$ cat src/rtl/alu_pipe.sv
// Two-stage pipelined ALU with valid/ready on both sides and a multi-beat DPRO dot product.
// Define ALU_SAT_EN to saturate alu_out on overflow instead of wrapping.
module alu_pipe #(
   parameter int unsigned DATA_W  = 32,
   parameter int unsigned OP_W    = 3,
   parameter int unsigned VEC_LEN = 4
) (
   input  logic              clk,
   input  logic              rst_n,
   input  logic              in_valid,
   output logic              in_ready,
   input  logic [OP_W-1:0]   op_code,
   input  logic [DATA_W-1:0] alu_in1,
   input  logic [DATA_W-1:0] alu_in2,
   output logic              out_valid,
   input  logic              out_ready,
   output logic [DATA_W-1:0] alu_out,
   output logic              out_err,
   output logic              out_ovf
);

   localparam int unsigned CntW  = (VEC_LEN > 1) ? $clog2(VEC_LEN) : 1;
   localparam int unsigned ProdW = 2 * DATA_W;
   localparam int unsigned ExtW  = (VEC_LEN > 1) ? $clog2(VEC_LEN) : 1;
   localparam int unsigned AccW  = ProdW + ExtW;

   localparam logic [OP_W-1:0] OpAdd  = OP_W'(0);
   localparam logic [OP_W-1:0] OpMul  = OP_W'(1);
   localparam logic [OP_W-1:0] OpLdr  = OP_W'(4);
   localparam logic [OP_W-1:0] OpStr  = OP_W'(5);
   localparam logic [OP_W-1:0] OpMov  = OP_W'(6);
   localparam logic [OP_W-1:0] OpDpro = OP_W'(7);

   logic              ready_en_q;
   logic              s1_valid_q, s1_valid_d;
   logic [OP_W-1:0]   s1_op_q, s1_op_d;
   logic [DATA_W-1:0] s1_a_q, s1_a_d;
   logic [DATA_W-1:0] s1_b_q, s1_b_d;
   logic              s2_valid_q, s2_valid_d;
   logic [DATA_W-1:0] s2_data_q, s2_data_d;
   logic              s2_err_q, s2_err_d;
   logic              s2_ovf_q, s2_ovf_d;
   logic [CntW-1:0]   cnt_q, cnt_d;
   logic [AccW-1:0]   acc_q, acc_d;

   logic              is_dpro, is_last, s2_adv, s1_adv, accept;
   logic [ProdW-1:0]  a_ext, b_ext, sum_ab, prod;
   logic [AccW-1:0]   sext_sum, sext_prod, sext_a, acc_sum, full;
   logic              err, emit, ovf;
   logic [DATA_W-1:0] res;
   logic [AccW-DATA_W:0] full_top;

   assign is_dpro = (s1_op_q == OpDpro);
   assign is_last = (cnt_q == CntW'(VEC_LEN - 1));
   assign s2_adv  = !s2_valid_q || out_ready;
   // A non-final DPRO beat only touches the accumulator, so it may leave S1 while S2 is stalled.
   assign s1_adv  = s1_valid_q && (s2_adv || (is_dpro && !is_last));
   assign in_ready = ready_en_q && (!s1_valid_q || s1_adv);
   assign accept  = in_valid && in_ready;

   // Low 2*DATA_W bits of sign-extended operands give the exact signed sum/product.
   assign a_ext     = {{DATA_W{s1_a_q[DATA_W-1]}}, s1_a_q};
   assign b_ext     = {{DATA_W{s1_b_q[DATA_W-1]}}, s1_b_q};
   assign sum_ab    = a_ext + b_ext;
   assign prod      = a_ext * b_ext;
   assign sext_sum  = {{ExtW{sum_ab[ProdW-1]}}, sum_ab};
   assign sext_prod = {{ExtW{prod[ProdW-1]}}, prod};
   assign sext_a    = {{(AccW-DATA_W){s1_a_q[DATA_W-1]}}, s1_a_q};
   assign acc_sum   = acc_q + sext_prod;

   always_comb begin
      full  = '0;
      err   = 1'b0;
      emit  = 1'b1;
      cnt_d = cnt_q;
      acc_d = acc_q;
      case (s1_op_q)
         OpAdd, OpLdr, OpStr: full = sext_sum;
         OpMul:               full = sext_prod;
         OpMov:               full = sext_a;
         OpDpro: begin
            full = acc_sum;
            emit = is_last;
         end
         default:             err  = 1'b1;
      endcase
      // Any other op arriving mid-vector aborts the partial dot product.
      if (!is_dpro && (cnt_q != '0)) begin
         err = 1'b1;
      end
      if (s1_adv) begin
         if (is_dpro && !is_last) begin
            cnt_d = cnt_q + CntW'(1);
            acc_d = acc_sum;
         end else begin
            cnt_d = '0;
            acc_d = '0;
         end
      end
   end

   always_comb begin
      full_top = full[AccW-1:DATA_W-1];
      ovf      = !((&full_top) || !(|full_top));
`ifdef ALU_SAT_EN
      if (ovf) begin
         res = full[AccW-1] ? {1'b1, {(DATA_W-1){1'b0}}} : {1'b0, {(DATA_W-1){1'b1}}};
      end else begin
         res = full[DATA_W-1:0];
      end
`else
      res = full[DATA_W-1:0];
`endif
   end

   always_comb begin
      s1_valid_d = s1_valid_q;
      s1_op_d    = s1_op_q;
      s1_a_d     = s1_a_q;
      s1_b_d     = s1_b_q;
      if (accept) begin
         s1_valid_d = 1'b1;
         s1_op_d    = op_code;
         s1_a_d     = alu_in1;
         s1_b_d     = alu_in2;
      end else if (s1_adv) begin
         s1_valid_d = 1'b0;
      end

      s2_valid_d = s2_valid_q;
      s2_data_d  = s2_data_q;
      s2_err_d   = s2_err_q;
      s2_ovf_d   = s2_ovf_q;
      if (s2_adv) begin
         if (s1_adv && emit) begin
            s2_valid_d = 1'b1;
            s2_data_d  = res;
            s2_err_d   = err;
            s2_ovf_d   = ovf;
         end else begin
            s2_valid_d = 1'b0;
         end
      end
   end

   always_ff @(posedge clk or negedge rst_n) begin
      if (!rst_n) begin
         ready_en_q <= 1'b0;
         s1_valid_q <= 1'b0;
         s1_op_q    <= '0;
         s1_a_q     <= '0;
         s1_b_q     <= '0;
         s2_valid_q <= 1'b0;
         s2_data_q  <= '0;
         s2_err_q   <= 1'b0;
         s2_ovf_q   <= 1'b0;
         cnt_q      <= '0;
         acc_q      <= '0;
      end else begin
         ready_en_q <= 1'b1;
         s1_valid_q <= s1_valid_d;
         s1_op_q    <= s1_op_d;
         s1_a_q     <= s1_a_d;
         s1_b_q     <= s1_b_d;
         s2_valid_q <= s2_valid_d;
         s2_data_q  <= s2_data_d;
         s2_err_q   <= s2_err_d;
         s2_ovf_q   <= s2_ovf_d;
         cnt_q      <= cnt_d;
         acc_q      <= acc_d;
      end
   end

   assign out_valid = s2_valid_q;
   assign alu_out   = s2_data_q;
   assign out_err   = s2_err_q;
   assign out_ovf   = s2_ovf_q;

endmodule

$ cat config.mk
export PLATFORM = sky130hd
export DESIGN_NAME = alu_pipe
export DESIGN_NICKNAME = d
export VERILOG_FILES = /design/src/rtl/alu_pipe.sv
export SDC_FILE = /design/constraint.sdc
export NUM_CORES = 2
export LEC_CHECK = 0
export BUFFER_PORTS_ARGS = -buffer_cell sky130_fd_sc_hd__buf_4
export CAP_MARGIN = 10
export CORE_ASPECT_RATIO = 1.25
export CORE_MARGIN = 3
export CORE_UTILIZATION = 50
export DETAILED_ROUTE_END_ITERATION = 8
export GPL_TIMING_DRIVEN = 0
export PLACE_DENSITY = 0.66
export RECOVER_POWER = 100
export REMOVE_ABC_BUFFERS = 1
export SYNTH_ARGS = -nofsm -noshare
export SYNTH_HDL_FRONTEND = slang
export SYNTH_SLANG_ARGS = --single-unit
$ cat constraint.sdc
create_clock -name clk -period 25.7 [get_ports clk]
set_input_delay 5.14 -clock clk [delete_from_list [all_inputs] [get_ports clk]]
set_output_delay 5.14 -clock clk [all_outputs]
set_load 0.005 [all_outputs]
==> Word level (Yosys, flattened, before mapping) <==
Index checks and enable logic that the tools add are counted.
{ "op_classes": {"addsub": 3, "n_mul": 1, "div": 0, "order_cmp": 0, "n_eq_ne": 6, "shifts": 0, "muxes": 9, "bitwise": 0, "n_reduce_logical": 24} }
{ "op_table": {"columns": ["op", "count"], "rows": [
  ["$pmux W66 S4", 1],
  ["$add A66 B66 Y66", 1],
  ["$mux W66", 1],
  ["$mul A32 B32 Y64", 1],
  ["$reduce_and A35 Y1", 1],
  ["$reduce_or A35 Y1", 1],
  ["$add A32 B32 Y33", 1],
  ["$eq A3 B3 Y1 const B", 4],
  ["$logic_and A1 B1 Y1", 6],
  ["$logic_not A1 Y1", 6],
  ["$mux W1", 6],
  ["$reduce_or A6 Y1", 1],
  ["$logic_or A1 B1 Y1", 4],
  ["$reduce_bool A2 Y1", 2],
  ["$eq A3 B1 Y1 const B", 1],
  ["$logic_not A3 Y1", 1],
  ["$reduce_or A3 Y1", 1],
  ["$add A2 B1 Y2 const B", 1],
  ["$eq A2 B2 Y1 const B", 1],
  ["$mux W2", 1],
  ["$reduce_and A2 Y1", 1]
]} }
{ "word_totals": {"reg_bits": 172, "latchBits": 0, "ram_bits": 0, "romBits": 0, "out_inout_bits": 36, "wordCells": 54, "n_memories": 0} }

==> Logic depth before layout (Yosys ltp) <==
{ "depth": {"depth_word": 9, "ltp_mapped": 43} }

==> Least setup slack after synthesis <==
No wires, ideal clock.
{ "synth_path": {"path_kind": "reg-to-reg", "startpoint": "register s1_a_q[31]", "endpoint": "register s2_ovf_q (netlist: out_ovf)", "setup_ps": 123, "arrival_ps": 10715, "required_time_ps": 25577, "setup_slack_ps": 14862, "stages_incl_launch_ff": 39, "synth_period_minus_slack_ps": 10838, "cell_sequence": "dfrtp_1 clkbuf_1 clkbuf_1 nand2_1 inv_1 fa_1 fa_1 fa_1 fa_1 inv_1 fa_1 inv_1 fa_1 inv_1 fa_1 inv_1 fa_1 ha_1 (+3 left out) a2bb2oi_1 a31o_1 xnor2_1 ha_1 clkbuf_1 nand2_1 nor3_1 a21oi_1 and2b_1 and3_1 a311o_1 nor4_1 nand4_1 nor4_1 nand4_1 nor3_1 o2111ai_1 o221a_1"} }
{ "synth_via": {"elab_chain_len": 7, "word_cells_on_any_way": 9, "cone_classes": "add/sub (2); mul (1); mux (1); reduce/logical (5)"} }
{ "synth_lines": {"columns": ["item", "line_no", "text"], "rows": [
  ["start: declaration", "37", "logic [DATA_W-1:0] s1_a_q, s1_a_d;"],
  ["start signal: assignment", "151", "s1_a_q <= '0;"],
  ["start signal: assignment", "163", "s1_a_q <= s1_a_d;"],
  ["$mul A32 B32 Y64", "65", "assign prod = a_ext * b_ext;"],
  ["$add A66 B66 Y66", "69", "assign acc_sum = acc_q + sext_prod;"],
  ["$pmux W66 S4 (*)", "77", "case (s1_op_q)"],
  ["$reduce_or A35 Y1", "104", "ovf = !((&full_top) || !(|full_top));"],
  ["$logic_not A1 Y1", "104", null],
  ["$logic_or A1 B1 Y1 (*)", "104", null],
  ["$logic_not A1 Y1 (*)", "104", null],
  ["end signal: assignment", "168", "s2_ovf_q <= s2_ovf_d;"],
  ["end: declaration", "42", "logic s2_ovf_q, s2_ovf_d;"]
]} }
Every way passes the cells marked *; elsewhere a longest branch is shown, timed or not.
A chain may end at the register's enable or synchronous reset.

==> Final worst setup path <==
{ "layout_path": {"startpoint": "register s1_b_q[1]", "endpoint": "register s2_ovf_q (netlist: out_ovf)"} }
{ "layout_via": {"elab_chain_len": 7, "word_cells_on_any_way": 9, "cone_classes": "add/sub (2); mul (1); mux (1); reduce/logical (5)"} }
{ "layout_lines": {"columns": ["item", "line_no", "text"], "rows": [
  ["start: declaration", "38", "logic [DATA_W-1:0] s1_b_q, s1_b_d;"],
  ["start signal: assignment", "152", "s1_b_q <= '0;"],
  ["start signal: assignment", "164", "s1_b_q <= s1_b_d;"],
  ["$mul A32 B32 Y64", "65", null],
  ["$add A66 B66 Y66", "69", null],
  ["$pmux W66 S4 (*)", "77", null],
  ["$reduce_or A35 Y1", "104", null],
  ["$logic_not A1 Y1", "104", null],
  ["$logic_or A1 B1 Y1 (*)", "104", null],
  ["$logic_not A1 Y1 (*)", "104", null]
]} }
Marked as above.

==> summary.md <==
The flow ran to the end, but the final reports show violations. The checks that failed: capacitance limit, slew limit. The tools report the post-synthesis cell area as 0.05021 mm2.

The worst setup path endpoint was out_ovf. Once the floorplan was initialized, standard cells occupied 50.58% of the core. The cell taking the most area after synthesis is sky130_fd_sc_hd__fa_1. The fraction of synthesized cell area taken by the top area cell type is 43.22%.

The tools report the highest attainable clock frequency as 0.07131 GHz. The tools report the total clock sinks as 172. The area of the multi-input gates was 0.04071 mm2.

The instance count of the mapped netlist was 5,527; the required time reported for the critical path endpoint was 26.09 ns. The run gives 0 as the final count of negative-setup-slack endpoints. Worst hold slack across all endpoints: 0.4695 ns. The clock transition at the register clock pins on the worst setup and hold paths after CTS was 0.08 ns; the remaining routing DRC violations was 0. The run gives 4 as the number of antenna violations at the first check in global routing. Once placement completed, the tool counted placed cells totaling 6,665.

Synthesis instantiated 106 different standard cells from the library. The number of hold-repair buffers added at the cts stage came out at 0. The number of gates resized after CTS was 0. The clock passes through at most 2 buffers.

Element type at the critical path start: a register. The run gives 0 as the residual overflow from global routing. Of the available clock period, the critical path in the final layout requires 54.56%. From bottom edge to top edge, the die measures 360.3 um.

The capture point of the worst reg-to-reg path was out_ovf. The slowest stage of the critical path belongs to the cell sky130_fd_sc_hd__fa_1. In this design, the stage delay of the slowest critical-path cell is 1.29 ns. Global routing consumed, over all layers together, 29.38% of the routing resources. For the final routed database, the setup TNS stands at 0 ns.

In the final design database the tool counted 6,823 nets. The clock latency at the later pin of the worst-skew pair is 0.50 ns. From synthesis to final layout, the design area changed by 5.206%.

The die covers 0.1043 mm2. The tool flagged a number of max-cap violations equal to 6. The cell at the root of the clock tree is sky130_fd_sc_hd__clkbuf_16.

The tools report the global-route wire length before repair as 236,600 um. The core area came out at 0.09926 mm2. Routability congestion estimate: 0.9772. For the half-perimeter wire length of the detailed placement result, the log shows 119,600 um. The class of the most critical setup path was register to register. The post-route netlist has 5.876% of its cells at a drive strength greater than 1. The run gives 11.68 ns as the flop-to-flop setup slack. Data arrives at the worst endpoint at 14.41 ns.

Along the worst path, the maximum fanout reaches 31. Hold path startpoint: alu_out[8]. Wires add up to 147,200 um. TritonCTS built the clock tree. The floorplan die width was 289.4 um; the number of clock buffers inserted by TritonCTS was 17. Between clock sinks in the finished design, the worst skew comes to 0.01753 ns. The count of cells in the finished layout, fillers not included, comes to 6,707.

The I/O pin count is 107. Entering global routing, the biggest net connects 93 pins. The per-cell via count in the routed design was 5.780.

The proportion of synthesized chip area in sequential cells is 8.572%, and the detailed-route via count is 38,764. In the synthesized netlist the dominant register cell turns out to be sky130_fd_sc_hd__dfrtp_1. Site row count: 129.

The start point of the critical path is s1_b_q[1]. For this run, asynchronously set or reset flops after synthesis account for 100.0%. Setup repair after global routing left no endpoint under its margin. The tools report the final-layout fill cell count as 9,212. The smallest clock period supported by the final layout is computed as 14.02 ns.

The class of the tightest hold or removal check was register to register. The number of I/O port buffers is 106, and the routed wirelength normalized by instance count is 21.95 um. The final count of pins violating max slew was 320.

Registers take 0.004345 mm2. The number of cells on the worst reg-to-reg path is 35. The logs give 42,305 for the number of global-route vias before repair and 0 for the final-report hold violation count.

The run gives 0 as the number of setup buffers added after CTS. In this run the number of H-tree levels came out at 4. In this run the tightest slew margin relative to its limit is -243.9%. Reg-to-reg critical path startpoint: s1_b_q[1]. The element type at the critical path end was a register. Counting flops with a built-in enable in the synthesized netlist gives 0. At the pin with the least slew margin, the transition time is 5.158 ns. Yosys attributes the largest share of cell area to sky130_fd_sc_hd__fa_1 43%, sky130_fd_sc_hd__dfrtp_1 8.6%, sky130_fd_sc_hd__inv_1 7.8%, sky130_fd_sc_hd__ha_1 7.1%, sky130_fd_sc_hd__and2_1 5.7%. In this run the mean area of a mapped cell was 9.085 um2. The count of warnings emitted by yosys came out at 0. The number of search-and-repair iterations in the first detailed-routing pass is 6.

The synthesized flop and latch total came out at 172. In this design, the critical path's most frequently occurring cell is sky130_fd_sc_hd__fa_1. For the violation count after the first detailed-routing iteration, the log shows 2,701. The number of nets with antenna violations after routing came out at 0.
==> how the worst min path moves through the flow <==
stage,to,slack [ns],cells after the start
6_report,alu_out[8],0.47,2
3_3_place_gp,alu_out[8],0.45,2
4_1_cts,alu_out[8],0.47,2
5_1_grt,acc_q[0],0.49,2
2_1_floorplan,acc_q[0],0.45,2
3_5_place_dp,alu_out[8],0.46,2
==> critical path: cells and delay by family (launching register included) <==
kind / cells / cell delay (ns)
flops: 1 / 1.16
fa+ha+maj: 10 / 5.89
xor+xnor: 1 / 0.37
simple gates: 12 / 3.07
buf+inv: 3 / 1.01
compound gates: 9 / 2.39
==> layout by cell type (no fill, tap or decap), drive strengths merged, types with 7 or more instances in the layout <==
cell type and count:
o31a 8, nor2 144, a221o 7, clkbuf 63, fa 1084, nand2 755, a222oi 11, or2 11
nand2b 24, buf 102, a21o 55, nor3 42, o21a 23, nand4 49, a22oi 10, nor4 14
or3 19, o31ai 12, a211oi 28, a22o 52, and3 23, mux2 80, o21bai 19, o21ai 183
inv 1050, xnor2 94, nand3 41, xor2 62, a221oi 15, a2111oi 9, o211ai 20, a21boi 9
a31oi 18, o22ai 9, mux2i 21, nor2b 20, and2 455, ha 286, dfrtp 172, a21oi 189
==> state kept, by name, indices dropped and copies added, names as in the netlist <==
signal	count
acc_q	66
alu_out	32
s1_a_q	32
s1_b_q	32
s1_op_q	3
cnt_q	2
out_err	1
out_ovf	1
out_valid	1
ready_en_q	1
s1_valid_q	1
==> per-stage QoR <==
stage,setup slack (ns),utilization (%),instance area (um2)
final,11.68,53.22,52820
after global routing,10.79,53.21,52820
after CTS,12.04,53.24,52850
after detailed placement,12.12,52.65,52260
after global placement,7.604,51.81,51430
after floorplan,14.65,-,49000
==> cell usage after synthesis (7+ instances only) <==
library cell               number
sky130_fd_sc_hd__o22ai_1        9
sky130_fd_sc_hd__xnor2_1       93
sky130_fd_sc_hd__o31a_1         8
sky130_fd_sc_hd__a21boi_0       7
sky130_fd_sc_hd__o31ai_1        8
sky130_fd_sc_hd__a22o_1        52
sky130_fd_sc_hd__nor2_1       143
sky130_fd_sc_hd__o21bai_1      19
sky130_fd_sc_hd__o211ai_1      18
sky130_fd_sc_hd__clkbuf_2       7
sky130_fd_sc_hd__fa_1        1084
sky130_fd_sc_hd__inv_1       1044
sky130_fd_sc_hd__a222oi_1      11
sky130_fd_sc_hd__mux2_2        80
sky130_fd_sc_hd__a31oi_1       17
sky130_fd_sc_hd__xor2_1        62
sky130_fd_sc_hd__a211oi_1      26
sky130_fd_sc_hd__a21o_1        55
sky130_fd_sc_hd__nor2b_1       20
sky130_fd_sc_hd__a21oi_1      184
sky130_fd_sc_hd__a22oi_1       10
sky130_fd_sc_hd__nand4_1       48
sky130_fd_sc_hd__clkbuf_1     264
sky130_fd_sc_hd__o21ai_1       14
sky130_fd_sc_hd__ha_1         286
sky130_fd_sc_hd__or3_1         19
sky130_fd_sc_hd__o21ai_0      168
sky130_fd_sc_hd__o21a_1        23
sky130_fd_sc_hd__dfrtp_1      172
sky130_fd_sc_hd__a221oi_1      14
sky130_fd_sc_hd__buf_2         22
sky130_fd_sc_hd__mux2i_1       21
sky130_fd_sc_hd__and3_1        23
sky130_fd_sc_hd__nor4_1        13
sky130_fd_sc_hd__nor3_1        41
sky130_fd_sc_hd__buf_1         12
sky130_fd_sc_hd__and2_1       455
sky130_fd_sc_hd__nand3_1       41
sky130_fd_sc_hd__nand2_1      754
sky130_fd_sc_hd__or2_2         10
sky130_fd_sc_hd__nand2b_1      24
sky130_fd_sc_hd__a221o_1        7
==> layer usage <==
metal  GRT usage [%]  share of wire [%]
met2           50.87                 50
met4           12.19                4.9
met3           3.310                5.5
met5               0                  0
met1           37.37                 39
==> area by class of cell <==
type | instances | area share (%)
clock inverter | 12 | 0.2369
antenna | 2 | 0.009474
sequential | 172 | 8.226
tap | 1310 | 3.103
clock buffer | 20 | 0.8645
multi-input combinational | 4002 | 77.06
inverter | 1044 | 7.418
timing repair buffer | 145 | 3.084
==> kinds of logic (layout without fill, tap and decap cells) <==
kind of cell | Yosys count | in the layout | synth area share, %
xor gates and xnor gates | 156 | 156 | 2.736
adders and majority gates | 1370 | 1370 | 50.35
and+or+nand+nor | 1634 | 1634 | 15.91
AOI/OAI and AO/OA | 740 | 740 | 9.988
DFF | 172 | 172 | 8.572
other | 1 | 3 | 0.007469
buffers and inverters | 1353 | 1221 | 10.22
muxes | 101 | 101 | 2.213
Power is not shown: default switching activity piles up to over one toggle a cycle in this logic, so the estimate is an artifact.
